--- config.mk ---
export PLATFORM = sky130hd
export DESIGN_NAME = spi_wb_bridge
export DESIGN_NICKNAME = d
export VERILOG_FILES = /design/src/rtl/spi_wb_pkg.sv /design/src/rtl/spi_edge_sync.sv /design/src/rtl/spi_wb_bridge.sv
export SDC_FILE = /design/constraint.sdc
export NUM_CORES = 1
export LEC_CHECK = 0
export ABC_AREA = 1
export CAP_MARGIN = 20
export CELL_PAD_IN_SITES_DETAIL_PLACEMENT = 1
export CELL_PAD_IN_SITES_GLOBAL_PLACEMENT = 1
export CORE_MARGIN = 1
export CORE_UTILIZATION = 33
export DETAILED_ROUTE_END_ITERATION = 10
export GPL_TIMING_DRIVEN = 0
export PLACE_DENSITY_LB_ADDON = 0.1
export SETUP_SLACK_MARGIN = 0.02
export SLEW_MARGIN = 20
export SYNTH_ARGS = -nofsm -noshare
export SYNTH_HDL_FRONTEND = slang
export SYNTH_SLANG_ARGS = --single-unit
export TNS_END_PERCENT = 5
--- constraint.sdc ---
create_clock -name clk -period 1.5 [get_ports clk]
set_clock_uncertainty 0.2 [all_clocks]
set_input_delay 0.225 -clock clk [delete_from_list [all_inputs] [get_ports clk]]
set_output_delay 0.225 -clock clk [all_outputs]
set_load 0.1 [all_outputs]
--- src/rtl/spi_wb_pkg.sv ---
`default_nettype none
// +----------------------------------------------------------------------+
// | Module      : spi_wb_pkg                                             |
// | Description : Shared constants and FSM state encoding for the        |
// |               SPI slave to Wishbone master bridge.                   |
// | Revision    : 1.0 - initial release                                  |
// +----------------------------------------------------------------------+
package spi_wb_pkg;

    // Frame geometry, MSB first
    localparam int HDR_BITS   = 8;
    localparam int DATA_BITS  = 16;
    localparam int DUMMY_BITS = 8;

    // Header bit selecting write (1) or read (0)
    localparam int RW_BIT = 7;

    // Read data returned when the slave never acknowledges
    localparam logic [15:0] TIMEOUT_DATA = 16'hDEAD;

    // Bridge FSM state encoding
    localparam int STATE_W = 3;
    typedef logic [STATE_W-1:0] state_t;

    localparam state_t c_IDLE     = 3'd0;
    localparam state_t c_HDR      = 3'd1;
    localparam state_t c_WR_SHIFT = 3'd2;
    localparam state_t c_WR_BUS   = 3'd3;
    localparam state_t c_RD_BUS   = 3'd4;
    localparam state_t c_RD_DUMMY = 3'd5;
    localparam state_t c_RD_SHIFT = 3'd6;
    localparam state_t c_WAIT_CS  = 3'd7;

endpackage
`default_nettype wire

--- src/rtl/spi_edge_sync.sv ---
`default_nettype none
// +----------------------------------------------------------------------+
// | Module      : spi_edge_sync                                          |
// | Description : Multi-stage synchroniser for the asynchronous SPI pins |
// |               plus edge detection on SCK and CS_N.                   |
// | Revision    : 1.0 - initial release                                  |
// +----------------------------------------------------------------------+
// | Ports                                                                |
// |   clk, reset          system clock, synchronous active-high reset    |
// |   sclk, cs_n, mosi    raw asynchronous SPI pins                      |
// |   sclk_rise/fall      one-clk pulses on synchronised SCK edges       |
// |   cs_fall/cs_rise     one-clk pulses on synchronised CS_N edges      |
// |   mosi_s              MOSI, delayed identically to SCK               |
// |   cs_n_s              synchronised CS_N level                        |
// +----------------------------------------------------------------------+
module spi_edge_sync #(
    parameter int SYNC_STAGES = 2
) (
    input  logic clk,
    input  logic reset,
    input  logic sclk,
    input  logic cs_n,
    input  logic mosi,
    output logic sclk_rise,
    output logic sclk_fall,
    output logic cs_fall,
    output logic cs_rise,
    output logic mosi_s,
    output logic cs_n_s
);

    logic [SYNC_STAGES-1:0] r_sclk_sync;
    logic [SYNC_STAGES-1:0] r_cs_sync;
    logic [SYNC_STAGES-1:0] r_mosi_sync;
    logic                   r_sclk_prev;
    logic                   r_cs_prev;

    // CS_N resets to its idle (high) level so reset release never looks
    // like the start of a frame.
    always_ff @(posedge clk) begin
        if (reset) begin
            r_sclk_sync <= '0;
            r_cs_sync   <= '1;
            r_mosi_sync <= '0;
            r_sclk_prev <= 1'b0;
            r_cs_prev   <= 1'b1;
        end else begin
            r_sclk_sync <= {r_sclk_sync[SYNC_STAGES-2:0], sclk};
            r_cs_sync   <= {r_cs_sync[SYNC_STAGES-2:0], cs_n};
            r_mosi_sync <= {r_mosi_sync[SYNC_STAGES-2:0], mosi};
            r_sclk_prev <= r_sclk_sync[SYNC_STAGES-1];
            r_cs_prev   <= r_cs_sync[SYNC_STAGES-1];
        end
    end

    assign sclk_rise = r_sclk_sync[SYNC_STAGES-1] & ~r_sclk_prev;
    assign sclk_fall = ~r_sclk_sync[SYNC_STAGES-1] & r_sclk_prev;
    assign cs_fall   = ~r_cs_sync[SYNC_STAGES-1] & r_cs_prev;
    assign cs_rise   = r_cs_sync[SYNC_STAGES-1] & ~r_cs_prev;
    assign cs_n_s    = r_cs_sync[SYNC_STAGES-1];
    // Same depth as SCK, so MOSI is valid in the cycle a rise is flagged
    assign mosi_s    = r_mosi_sync[SYNC_STAGES-1];

endmodule
`default_nettype wire

--- src/rtl/spi_wb_bridge.sv ---
`default_nettype none
// +----------------------------------------------------------------------+
// | Module      : spi_wb_bridge                                          |
// | Description : SPI mode-0 slave that turns each frame into one        |
// |               classic single-beat Wishbone cycle; read data is       |
// |               returned on MISO.                                      |
// | Revision    : 1.0 - initial release                                  |
// +----------------------------------------------------------------------+
// | Ports                                                                |
// |   clk, reset            system clock, synchronous active-high reset  |
// |   sclk, cs_n, mosi      SPI inputs (asynchronous to clk)             |
// |   miso, miso_oe         SPI data out and its output enable           |
// |   WE_O CYC_O STB_O      Wishbone master controls                     |
// |   ADR_O DAT_O DAT_I     Wishbone address / write data / read data    |
// |   ACK_I                 Wishbone acknowledge                         |
// |   bus_err               sticky: last Wishbone cycle timed out        |
// | Build option                                                         |
// |   SPI_WB_TIMEOUT_EN     abort a cycle after ACK_TIMEOUT clk without  |
// |                         ACK_I; otherwise wait forever, bus_err = 0   |
// +----------------------------------------------------------------------+
module spi_wb_bridge
    import spi_wb_pkg::*;
#(
    parameter int SYNC_STAGES = 2,
    parameter int ACK_TIMEOUT = 64
) (
    input  logic        clk,
    input  logic        reset,
    input  logic        sclk,
    input  logic        cs_n,
    input  logic        mosi,
    output logic        miso,
    output logic        miso_oe,
    output logic        WE_O,
    output logic        CYC_O,
    output logic        STB_O,
    output logic [15:0] ADR_O,
    output logic [15:0] DAT_O,
    input  logic [15:0] DAT_I,
    input  logic        ACK_I,
    output logic        bus_err
);

    // SCK-rise counts at which each frame phase ends
    localparam logic [5:0] c_HDR_LAST  = 6'(HDR_BITS - 1);
    localparam logic [5:0] c_WR_LAST   = 6'(HDR_BITS + DATA_BITS - 1);
    localparam logic [5:0] c_DUMMY_END = 6'(HDR_BITS + DUMMY_BITS);
    localparam logic [5:0] c_RD_END    = 6'(HDR_BITS + DUMMY_BITS + DATA_BITS);

    generate
        if (SYNC_STAGES < 2 || ACK_TIMEOUT < 1) begin : g_cfg_unsupported
            // Configuration outside the supported range; nothing extra is
            // built, the bridge is simply not defined for it.
        end
    endgenerate

    logic       w_sclk_rise;
    logic       w_sclk_fall;
    logic       w_cs_fall;
    logic       w_cs_rise;
    logic       w_mosi_s;
    logic       w_cs_n_s;

    state_t     r_state;
    state_t     w_state_nxt;
    logic [5:0] r_bit_cnt;
    logic [6:0] r_hdr;
    logic [6:0] r_addr;
    logic [15:0] r_dat;
    logic [15:0] r_tx;

    logic [7:0] w_hdr_full;
    logic       w_hdr_done;
    logic       w_in_bus;
    logic       w_counting;
    logic       w_timeout;

    spi_edge_sync #(
        .SYNC_STAGES (SYNC_STAGES)
    ) u_edge_sync (
        .clk       (clk),
        .reset     (reset),
        .sclk      (sclk),
        .cs_n      (cs_n),
        .mosi      (mosi),
        .sclk_rise (w_sclk_rise),
        .sclk_fall (w_sclk_fall),
        .cs_fall   (w_cs_fall),
        .cs_rise   (w_cs_rise),
        .mosi_s    (w_mosi_s),
        .cs_n_s    (w_cs_n_s)
    );

    assign w_hdr_full = {r_hdr, w_mosi_s};
    assign w_hdr_done = (r_state == c_HDR) && w_sclk_rise && (r_bit_cnt == c_HDR_LAST);
    assign w_in_bus   = (r_state == c_WR_BUS) || (r_state == c_RD_BUS);
    // The frame bit counter keeps running through RD_BUS so dummy clocks
    // are not lost while the slave is slow to acknowledge.
    assign w_counting = (r_state == c_HDR) || (r_state == c_WR_SHIFT) ||
                        (r_state == c_RD_BUS) || (r_state == c_RD_DUMMY) ||
                        (r_state == c_RD_SHIFT);

    // ------------------------------------------------------------------
    // Optional acknowledge timeout
    // ------------------------------------------------------------------
`ifdef SPI_WB_TIMEOUT_EN
    localparam int              c_TO_W    = $clog2(ACK_TIMEOUT + 1);
    localparam logic [c_TO_W-1:0] c_TO_LAST = c_TO_W'(ACK_TIMEOUT - 1);
    localparam logic [c_TO_W-1:0] c_TO_ONE  = c_TO_W'(1);

    logic [c_TO_W-1:0] r_to_cnt;
    logic              r_bus_err;

    assign w_timeout = w_in_bus && !ACK_I && (r_to_cnt == c_TO_LAST);

    always_ff @(posedge clk) begin
        if (reset) begin
            r_to_cnt  <= '0;
            r_bus_err <= 1'b0;
        end else begin
            if (w_in_bus && !ACK_I && !w_timeout) begin
                r_to_cnt <= r_to_cnt + c_TO_ONE;
            end else begin
                r_to_cnt <= '0;
            end
            if ((r_state == c_IDLE) && w_cs_fall) begin
                r_bus_err <= 1'b0;
            end else if (w_timeout) begin
                r_bus_err <= 1'b1;
            end
        end
    end

    assign bus_err = r_bus_err;
`else
    assign w_timeout = 1'b0;
    assign bus_err   = 1'b0;
`endif

    // ------------------------------------------------------------------
    // FSM: state register
    // ------------------------------------------------------------------
    always_ff @(posedge clk) begin
        if (reset) begin
            r_state <= c_IDLE;
        end else begin
            r_state <= w_state_nxt;
        end
    end

    // ------------------------------------------------------------------
    // FSM: next state
    // ------------------------------------------------------------------
    always_comb begin
        w_state_nxt = r_state;
        case (r_state)
            c_IDLE: begin
                if (w_cs_fall) w_state_nxt = c_HDR;
            end
            c_HDR: begin
                if (w_cs_rise) begin
                    w_state_nxt = c_IDLE;
                end else if (w_hdr_done) begin
                    w_state_nxt = w_hdr_full[RW_BIT] ? c_WR_SHIFT : c_RD_BUS;
                end
            end
            c_WR_SHIFT: begin
                if (w_cs_rise) begin
                    w_state_nxt = c_IDLE;
                end else if (w_sclk_rise && (r_bit_cnt == c_WR_LAST)) begin
                    w_state_nxt = c_WR_BUS;
                end
            end
            // A bus cycle always completes; CS_N is checked as a level so a
            // deselect seen during the cycle still lands us in IDLE.
            c_WR_BUS: begin
                if (ACK_I || w_timeout) begin
                    w_state_nxt = w_cs_n_s ? c_IDLE : c_WAIT_CS;
                end
            end
            c_RD_BUS: begin
                if (ACK_I || w_timeout) begin
                    w_state_nxt = w_cs_n_s ? c_IDLE : c_RD_DUMMY;
                end
            end
            c_RD_DUMMY: begin
                if (w_cs_rise) begin
                    w_state_nxt = c_IDLE;
                end else if (r_bit_cnt >= c_DUMMY_END) begin
                    w_state_nxt = c_RD_SHIFT;
                end
            end
            c_RD_SHIFT: begin
                if (w_cs_rise) begin
                    w_state_nxt = c_IDLE;
                end else if (r_bit_cnt >= c_RD_END) begin
                    w_state_nxt = c_WAIT_CS;
                end
            end
            c_WAIT_CS: begin
                if (w_cs_rise) w_state_nxt = c_IDLE;
            end
            default: w_state_nxt = c_IDLE;
        endcase
    end

    // ------------------------------------------------------------------
    // FSM: outputs
    // ------------------------------------------------------------------
    always_comb begin
        CYC_O = 1'b0;
        STB_O = 1'b0;
        WE_O  = 1'b0;
        miso  = 1'b0;
        case (r_state)
            c_WR_BUS: begin
                CYC_O = 1'b1;
                STB_O = 1'b1;
                WE_O  = 1'b1;
            end
            c_RD_BUS: begin
                CYC_O = 1'b1;
                STB_O = 1'b1;
            end
            c_RD_SHIFT: begin
                miso = r_tx[15];
            end
            default: ;
        endcase
    end

    assign miso_oe = ~w_cs_n_s;
    assign ADR_O   = {9'b0, r_addr};
    assign DAT_O   = r_dat;

    // ------------------------------------------------------------------
    // Datapath: bit counter, header/data shift, read-data shift
    // ------------------------------------------------------------------
    always_ff @(posedge clk) begin
        if (reset) begin
            r_bit_cnt <= '0;
            r_hdr     <= '0;
            r_addr    <= '0;
            r_dat     <= '0;
            r_tx      <= '0;
        end else begin
            if ((r_state == c_IDLE) && w_cs_fall) begin
                r_bit_cnt <= '0;
            end else if (w_counting && w_sclk_rise && (r_bit_cnt != 6'h3F)) begin
                r_bit_cnt <= r_bit_cnt + 6'd1;
            end

            if ((r_state == c_HDR) && w_sclk_rise) begin
                r_hdr <= w_hdr_full[6:0];
            end

            // Address is latched once per frame so it stays put through
            // the bus cycle. TX is cleared so a late ACK shifts out zeros.
            if (w_hdr_done) begin
                r_addr <= w_hdr_full[6:0];
                r_tx   <= '0;
            end

            if ((r_state == c_WR_SHIFT) && w_sclk_rise) begin
                r_dat <= {r_dat[14:0], w_mosi_s};
            end

            // Capture only if the dummy phase is still running; otherwise
            // the host is already clocking data out and gets zeros.
            if ((r_state == c_RD_BUS) && (ACK_I || w_timeout) &&
                (r_bit_cnt < c_DUMMY_END)) begin
                r_tx <= ACK_I ? DAT_I : TIMEOUT_DATA;
            end else if ((r_state == c_RD_SHIFT) && w_sclk_fall &&
                         (r_bit_cnt > c_DUMMY_END)) begin
                r_tx <= {r_tx[14:0], 1'b0};
            end
        end
    end

endmodule
`default_nettype wire

* Yosys cells after proc, flatten, opt, wreduce, memory -nomap -nowiden
Index checks and enable logic that the tools add are counted.
Operators by class: bitwise gates (word level) 8, order comparisons 4, multiplexer cells 23, equality and inequality tests 18, reduce and logical (&&, ||, !) cells 20, add/subtract/negate cells 1
Operator list (count):
- 2-to-1 mux 16 bit | 4
- 2-to-1 mux 3 bit | 15
- one-hot mux 3 bit (8 select lines) | 1
- equality test 3 bit (second input constant) | 4
- logical AND 1 bit | 11
- AND reduction 8 bit | 1
- adder 6 x 1 -> 6 bit (second input constant) | 1
- equality test 3 x 2 -> 1 bit (second input constant) | 2
- equality test 6 x 3 -> 1 bit (second input constant) | 1
- equality test 6 x 5 -> 1 bit (second input constant) | 1
- >= comparator 6 x 5 -> 1 bit (second input constant) | 1
- >= comparator 6 bit (second input constant) | 1
- > comparator 6 x 5 -> 1 bit (second input constant) | 1
- < comparator 6 x 5 -> 1 bit (second input constant) | 1
- != test 2 bit (second input constant) | 3
- != test 3 x 1 -> 1 bit (second input constant) | 2
- != test 3 x 2 -> 1 bit (second input constant) | 2
- != test 6 bit (second input constant) | 1
- AND 1 bit | 4
- logical OR 1 bit | 4
- NOT 1 bit | 4
- OR reduction 2 bit | 2
- equality test 3 x 1 -> 1 bit (second input constant) | 1
- logical NOT 3 bit | 1
- 3 further kinds | 5
Storage, ports and cells: input port bits 22, register bits 63, output and inout port bits 38, logic and storage cells 85

* Logic depth before layout (Yosys ltp)
depth after elaboration 7, gate-level depth with buffers 11, depth with buffers taken out 11

* Hierarchy
Synthesis repeated with hierarchy kept, for this count alone.
Unflattened totals: cells, all modules 428, area total of the unflattened synthesis 3022.9 µm²
Modules (own cells, without submodules):
- spi_wb_bridge | times used 1, sequential area each 1101.1 µm², area an instance 2776.4 µm², cells an instance 397
- spi_edge_sync | times used 1, sequential area each 160.2 µm², area an instance 246.5 µm², cells an instance 31

* Worst setup path after synthesis
OpenSTA, ideal clock, no wires.
path type reg2out, start point reg r_state[1], end point out STB_O, slack -1.975 ns, cell stages (with the launch flop) 6, data required time 1.075 ns, arrival 3.050 ns, path buffers 1, path through dfxtp_1 -> nand2_1 -> nor2_1 -> inv_1 -> nand2_1 -> buf_4
Between the ends: longest elaborated chain between the ends 3, elaborated cells between the ends (all ways) 4, classes of those cells eq/ne: 2; mux: 1; reduce/logical: 1
Ends and longest elaborated chain:
- start, declared | line spi_wb_bridge.sv:64 | state_t r_state;
- start signal, assigned | line spi_wb_bridge.sv:145 | r_state <= c_IDLE;
- start signal, assigned | line spi_wb_bridge.sv:147 | r_state <= w_state_nxt;
- equality test 3 x 2 -> 1 bit / equality test 3 bit (equally long branches)
- OR reduction 2 bit (no line) (*)
- 2-to-1 mux 1 bit (*)
- end, declared | line spi_wb_bridge.sv:36 | output logic STB_O,
Mark *: on every way between the ends. The rest lies on a longest branch, timed or not.

* Worst setup path after layout
start point reg r_state[1], end point out STB_O
Between the ends: longest elaborated chain between the ends 3, elaborated cells between the ends (all ways) 4, classes of those cells eq/ne: 2; mux: 1; reduce/logical: 1
Ends and longest elaborated chain:
- equality test 3 x 2 -> 1 bit / equality test 3 bit (equally long branches) | line spi_wb_bridge.sv:215 | case (r_state)
- OR reduction 2 bit (no line) (*)
- 2-to-1 mux 1 bit (*) | line spi_wb_bridge.sv:215
Marks and branches as above.

==> flow_summary_export.csv <==
group,metric,value,unit
power_and_ir_drop,internal_power,3094,uW
floorplan,ios,60,
yosys,syn_area_per_cell,7.421,um2
placement,detailedPlacementHpwl,5259,um
floorplan,fp.dieH,94.32,um
power_and_ir_drop,switchingPower,1887,uW
yosys,synth_area,2813,um2
clock_tree,htree_num_levels,3,
power_and_ir_drop,p_sw_share,37.88,%
yosys,synth_enable_flop_cells,0,
power_and_ir_drop,vdd_ir_drop_max,508.8,uV
setup_path,endpoint_kind,"output port",
yosys,netlist_instances,379,
yosys,number_of_distinct_library_cell_variants_in_the_gate_level_netlist_after_synthesis,30,
clock_tree,cts_root_buffer,"sky130_fd_sc_hd__clkbuf_8",
routing,first_iter_violations,60,
setup_path,setup.reg_to_reg.worst_slack,-0.16,ns
setup_path,worst-path-max-fanout,6,
placement,routability_congestion_estimate_from_global_placement,0.8087,
worst_hold_path,hold-path-endpoint,"u_edge_sync.r_mosi_sync[0]$_SDFF_PP0_",
yosys,area_fraction_in_compound_gates_after_synthesis,13.48,%
worst_hold_path,min_delay_path_depth,3,
yosys,synth_top_family_by_area,"simple AND/OR/NAND/NOR gates",
yosys,ys_dominant_reg_cell,"sky130_fd_sc_hd__dfxtp_1",
yosys,yosysWarningCount,0,
yosys,ys_async_sr_fraction,0,%
setup_path,arrival,1.31,ns
grt,met2_usage,29.83,%
sta,slew_headroom,66.08,%
outcome,outcome,"complete, but fails checks",
sta,layout_setup_ws,-0.2327,ns
sta,finalHoldViolations,0,
clock_tree,cts_hold_buf,0,
placement,port-buffer-count,49,
grt,grt.met1_usage,22.90,%
grt,gr-total-overflow,0,
sta,max_clock_freq,577.1,MHz
grt,grt-busiest-layer,"met2",
clock_tree,clock_path_buffers,2,
run,maxCapViolations,0,
yosys,fraction_of_synthesized_cell_area_taken_by_the_top_area_cell_type,44.84,%
sta,final_clock_period_utilization_by_the_worst_path,115.5,%
power_and_ir_drop,power_density_cells,1255,nW/um2
clock_tree,clock_sink_count,63,
worst_hold_path,holdCritPathClass,"input port to register",
yosys,proportion_of_synthesized_chip_area_in_sequential_cells,44.84,%
sta,finalMaxSlewViolations,0,
grt,antenna_found_initial,0,
routing,drcViolationCount,0,
floorplan,core_region_area,8217,um2
worst_hold_path,timing.hold.worst.start,"mosi",
floorplan,die_wd,94.32,um
setup_path,critical_path_start_type,"register",
routing,drt_pass1_iterations,4,
power_and_ir_drop,seqPwrFrac,39.1,%
grt,grt_pass1_wl,12560,um
floorplan,starting_density,34.23,%
yosys,synth.cells.most_frequent,"sky130_fd_sc_hd__nor2_1 (74), sky130_fd_sc_hd__dfxtp_1 (63), sky130_fd_sc_hd__nand2_1 (60), sky130_fd_sc_hd__inv_1 (37), sky130_fd_sc_hd__o21ai_0 (28)",
sta,fin_crit,1.733,ns
layout,finish.net_count,482,
floorplan,number_of_rows_created_at_floorplan,33,
layout,antenna_cells,0,
sta,tightestPinTransition,0.5089,ns
yosys,postSynthRegisterBits,63,
setup_path,worst-setup-path-type,"register to output port",
yosys,synthDominantAreaCellType,"sky130_fd_sc_hd__dfxtp_1",
routing,drtAntennaViolNets,0,
clock_tree,clk_latency,0.34,ns
power_and_ir_drop,leakage,0.001724,uW
setup_path,worst-endpoint-required,1.07,ns
layout,layout-drive-gt1-share,29.37,%
routing,route.detailed.vias_per_inst,4.715,
layout,filler_cell_count,1006,
yosys,yosysMostFrequentCell,"sky130_fd_sc_hd__nor2_1",
yosys,synth.area.top_cells,"sky130_fd_sc_hd__dfxtp_1 (45%), sky130_fd_sc_hd__nor2_1 (9.9%), sky130_fd_sc_hd__nand2_1 (8.0%), sky130_fd_sc_hd__o21ai_0 (5.0%), sky130_fd_sc_hd__inv_1 (4.9%)",
yosys,share_of_cell_area_taken_by_muxes_after_synthesis,0,%
clock_tree,cts_bufs_inserted,9,
sta,rsz0062_at_grt,"true",
floorplan,die_area,8896,um2
sta,report.final.setup_viol,46,
routing,totalWireLength,7361,um
grt,first_global_vias,2712,
sta,setup-tns-final,-3.790,ns
power_and_ir_drop,p_comb_share,31.2,%
routing,avgRoutedWirePerCell,12.96,um
clock_tree,clk_transition_reported_paths,0.08,ns
layout,finish.utilization,48.32,%
yosys,post_synth_and_or_nand_nor_area_fraction,28.60,%
routing,via_count,2678,
setup_path,critical_path.reg2reg.endpoint,"r_tx[11]$_SDFFE_PP0P_",
layout,area_overhead_vs_synth,41.15,%
yosys,synth_xor_xnor_area_share,0,%
outcome,violated_checks,"negative setup slack",
setup_path,reg2reg_from,"r_state[0]$_SDFFE_PP0P_",
setup_path,reg2reg_depth,8,
yosys,synth_fa_ha_area_share,0.8897,%
power_and_ir_drop,clockPowerShare,29.7,%
clock_tree,cts_tree,"yes",
grt,grt_start_max_net_pins,13,
grt,grt_util_met3,4.773,%
grt,globalRouteTotalUtil,18.16,%
## critical path: stages (launching register included)
cell                      delay, ns
sky130_fd_sc_hd__dfxtp_4       0.42
sky130_fd_sc_hd__nand2_4       0.07
sky130_fd_sc_hd__nor2_4        0.09
sky130_fd_sc_hd__inv_2         0.07
sky130_fd_sc_hd__nand2_8       0.07
sky130_fd_sc_hd__buf_8         0.09
sky130_fd_sc_hd__buf_12        0.16
## timing repair
action	CTS	global route
setup buffers	7	3
gates resized for setup	220	34
pin swaps	8	9
setup endpoints to repair	85	64
## how the worst max path moves through the flow
stage	slack, ns	to	depth (start not counted)	start
6_report	-0.23	STB_O	6	r_state[1]$_SDFFE_PP0P_
5_1_grt	-0.30	r_state[1]$_SDFFE_PP0P_	11	r_bit_cnt[0]$_SDFFE_PP0P_
4_1_cts	-0.24	STB_O	5	r_state[0]$_SDFFE_PP0P_
3_5_place_dp	-0.98	STB_O	4	r_state[2]$_SDFFE_PP0P_
3_3_place_gp	-0.97	STB_O	4	r_state[2]$_SDFFE_PP0P_
2_1_floorplan	-0.48	r_state[1]$_SDFFE_PP0P_	11	r_state[0]$_SDFFE_PP0P_
## routing by layer
| layer | routed length (um) | up-vias |
|---|---|---|
| met4 | 129 | 0 |
| met3 | 234 | 15 |
| met1 | 3540 | 1244 |
| met2 | 3457 | 44 |
| met5 | 0 | - |
| li1 | - | 1375 |
## flip-flops by register name (all words and copies together) (netlist names), 2 cells and up
signal                   count
r_hdr                        7
DAT_O                       16
r_bit_cnt                    6
r_state                      3
r_tx                        16
u_edge_sync.r_mosi_sync      2
u_edge_sync.r_cs_sync        2
u_edge_sync.r_sclk_sync      2
r_addr                       7
## metrics by stage
stage	instances	worst slack, ns	instance area (um2)	power, uW	hold slack (ns)
2_1_floorplan	388	-0.4762	2898	3010	0.1288
3_3_place_gp	542	-0.9694	3520	3303	0.1900
3_5_place_dp	542	-0.9799	3520	3327	0.1974
4_1_cts	565	-0.2380	3851	4962	0.1772
5_1_grt	568	-0.3009	3970	5250	0.2322
6_report	568	-0.2327	3970	4981	0.1887
## cells in the final DEF (no fill, tap or decap), types with 3 or more instances in the layout
cell                               n
sky130_fd_sc_hd__clkdlybuf4s50_1  21
sky130_fd_sc_hd__dfxtp_2           3
sky130_fd_sc_hd__dfxtp_4           4
sky130_fd_sc_hd__inv_1            33
sky130_fd_sc_hd__buf_8             3
sky130_fd_sc_hd__o21ai_1           7
sky130_fd_sc_hd__buf_12            4
sky130_fd_sc_hd__a31oi_1          15
sky130_fd_sc_hd__inv_2             6
sky130_fd_sc_hd__conb_1           10
sky130_fd_sc_hd__dfxtp_1          56
sky130_fd_sc_hd__nand2_2           4
sky130_fd_sc_hd__clkbuf_8          9
sky130_fd_sc_hd__nand3_1           7
sky130_fd_sc_hd__buf_2             4
sky130_fd_sc_hd__buf_6             7
sky130_fd_sc_hd__nand2_1          53
sky130_fd_sc_hd__nor2_2            5
sky130_fd_sc_hd__nor2_1           66
sky130_fd_sc_hd__a21oi_1          14
sky130_fd_sc_hd__nand2_4           4
sky130_fd_sc_hd__nor2_4            8
sky130_fd_sc_hd__a211oi_2          4
sky130_fd_sc_hd__nand3_2           5
sky130_fd_sc_hd__o21ai_0          19
sky130_fd_sc_hd__nand4_1          18
sky130_fd_sc_hd__buf_4            41
## cells by family (layout without fill, tap and decap cells)
group	Yosys count	in the layout
simple gates	178	178
other cells	1	10
flops	63	63
fa+ha+maj	2	2
buf+inv	68	143
compound gates	67	67
## power by group through the flow
stage          Combinational, uW  Sequential (uW)  Clock, uW
2_1_floorplan                917             2090          0
3_3_place_gp                1350             1960          0
3_5_place_dp                1370             1960          0
4_1_cts                     1510             1940       1510
5_1_grt                     1690             1960       1590
6_report                    1560             1950       1480
## layout make-up
class | count | area [um2] | area share, %
clock buffers | 9 | 123.9 | 3.120
flip-flops and latches | 63 | 1280 | 32.24
repair buffers | 59 | 556.8 | 14.02
inverters | 42 | 170.2 | 4.286
well taps | 105 | 131.4 | 3.309
multi-input cells | 257 | 1421 | 35.80
plain buffers | 26 | 214.0 | 5.389
clock inverters | 7 | 72.57 | 1.828
Note: power is estimated with default switching activity, not from simulation.
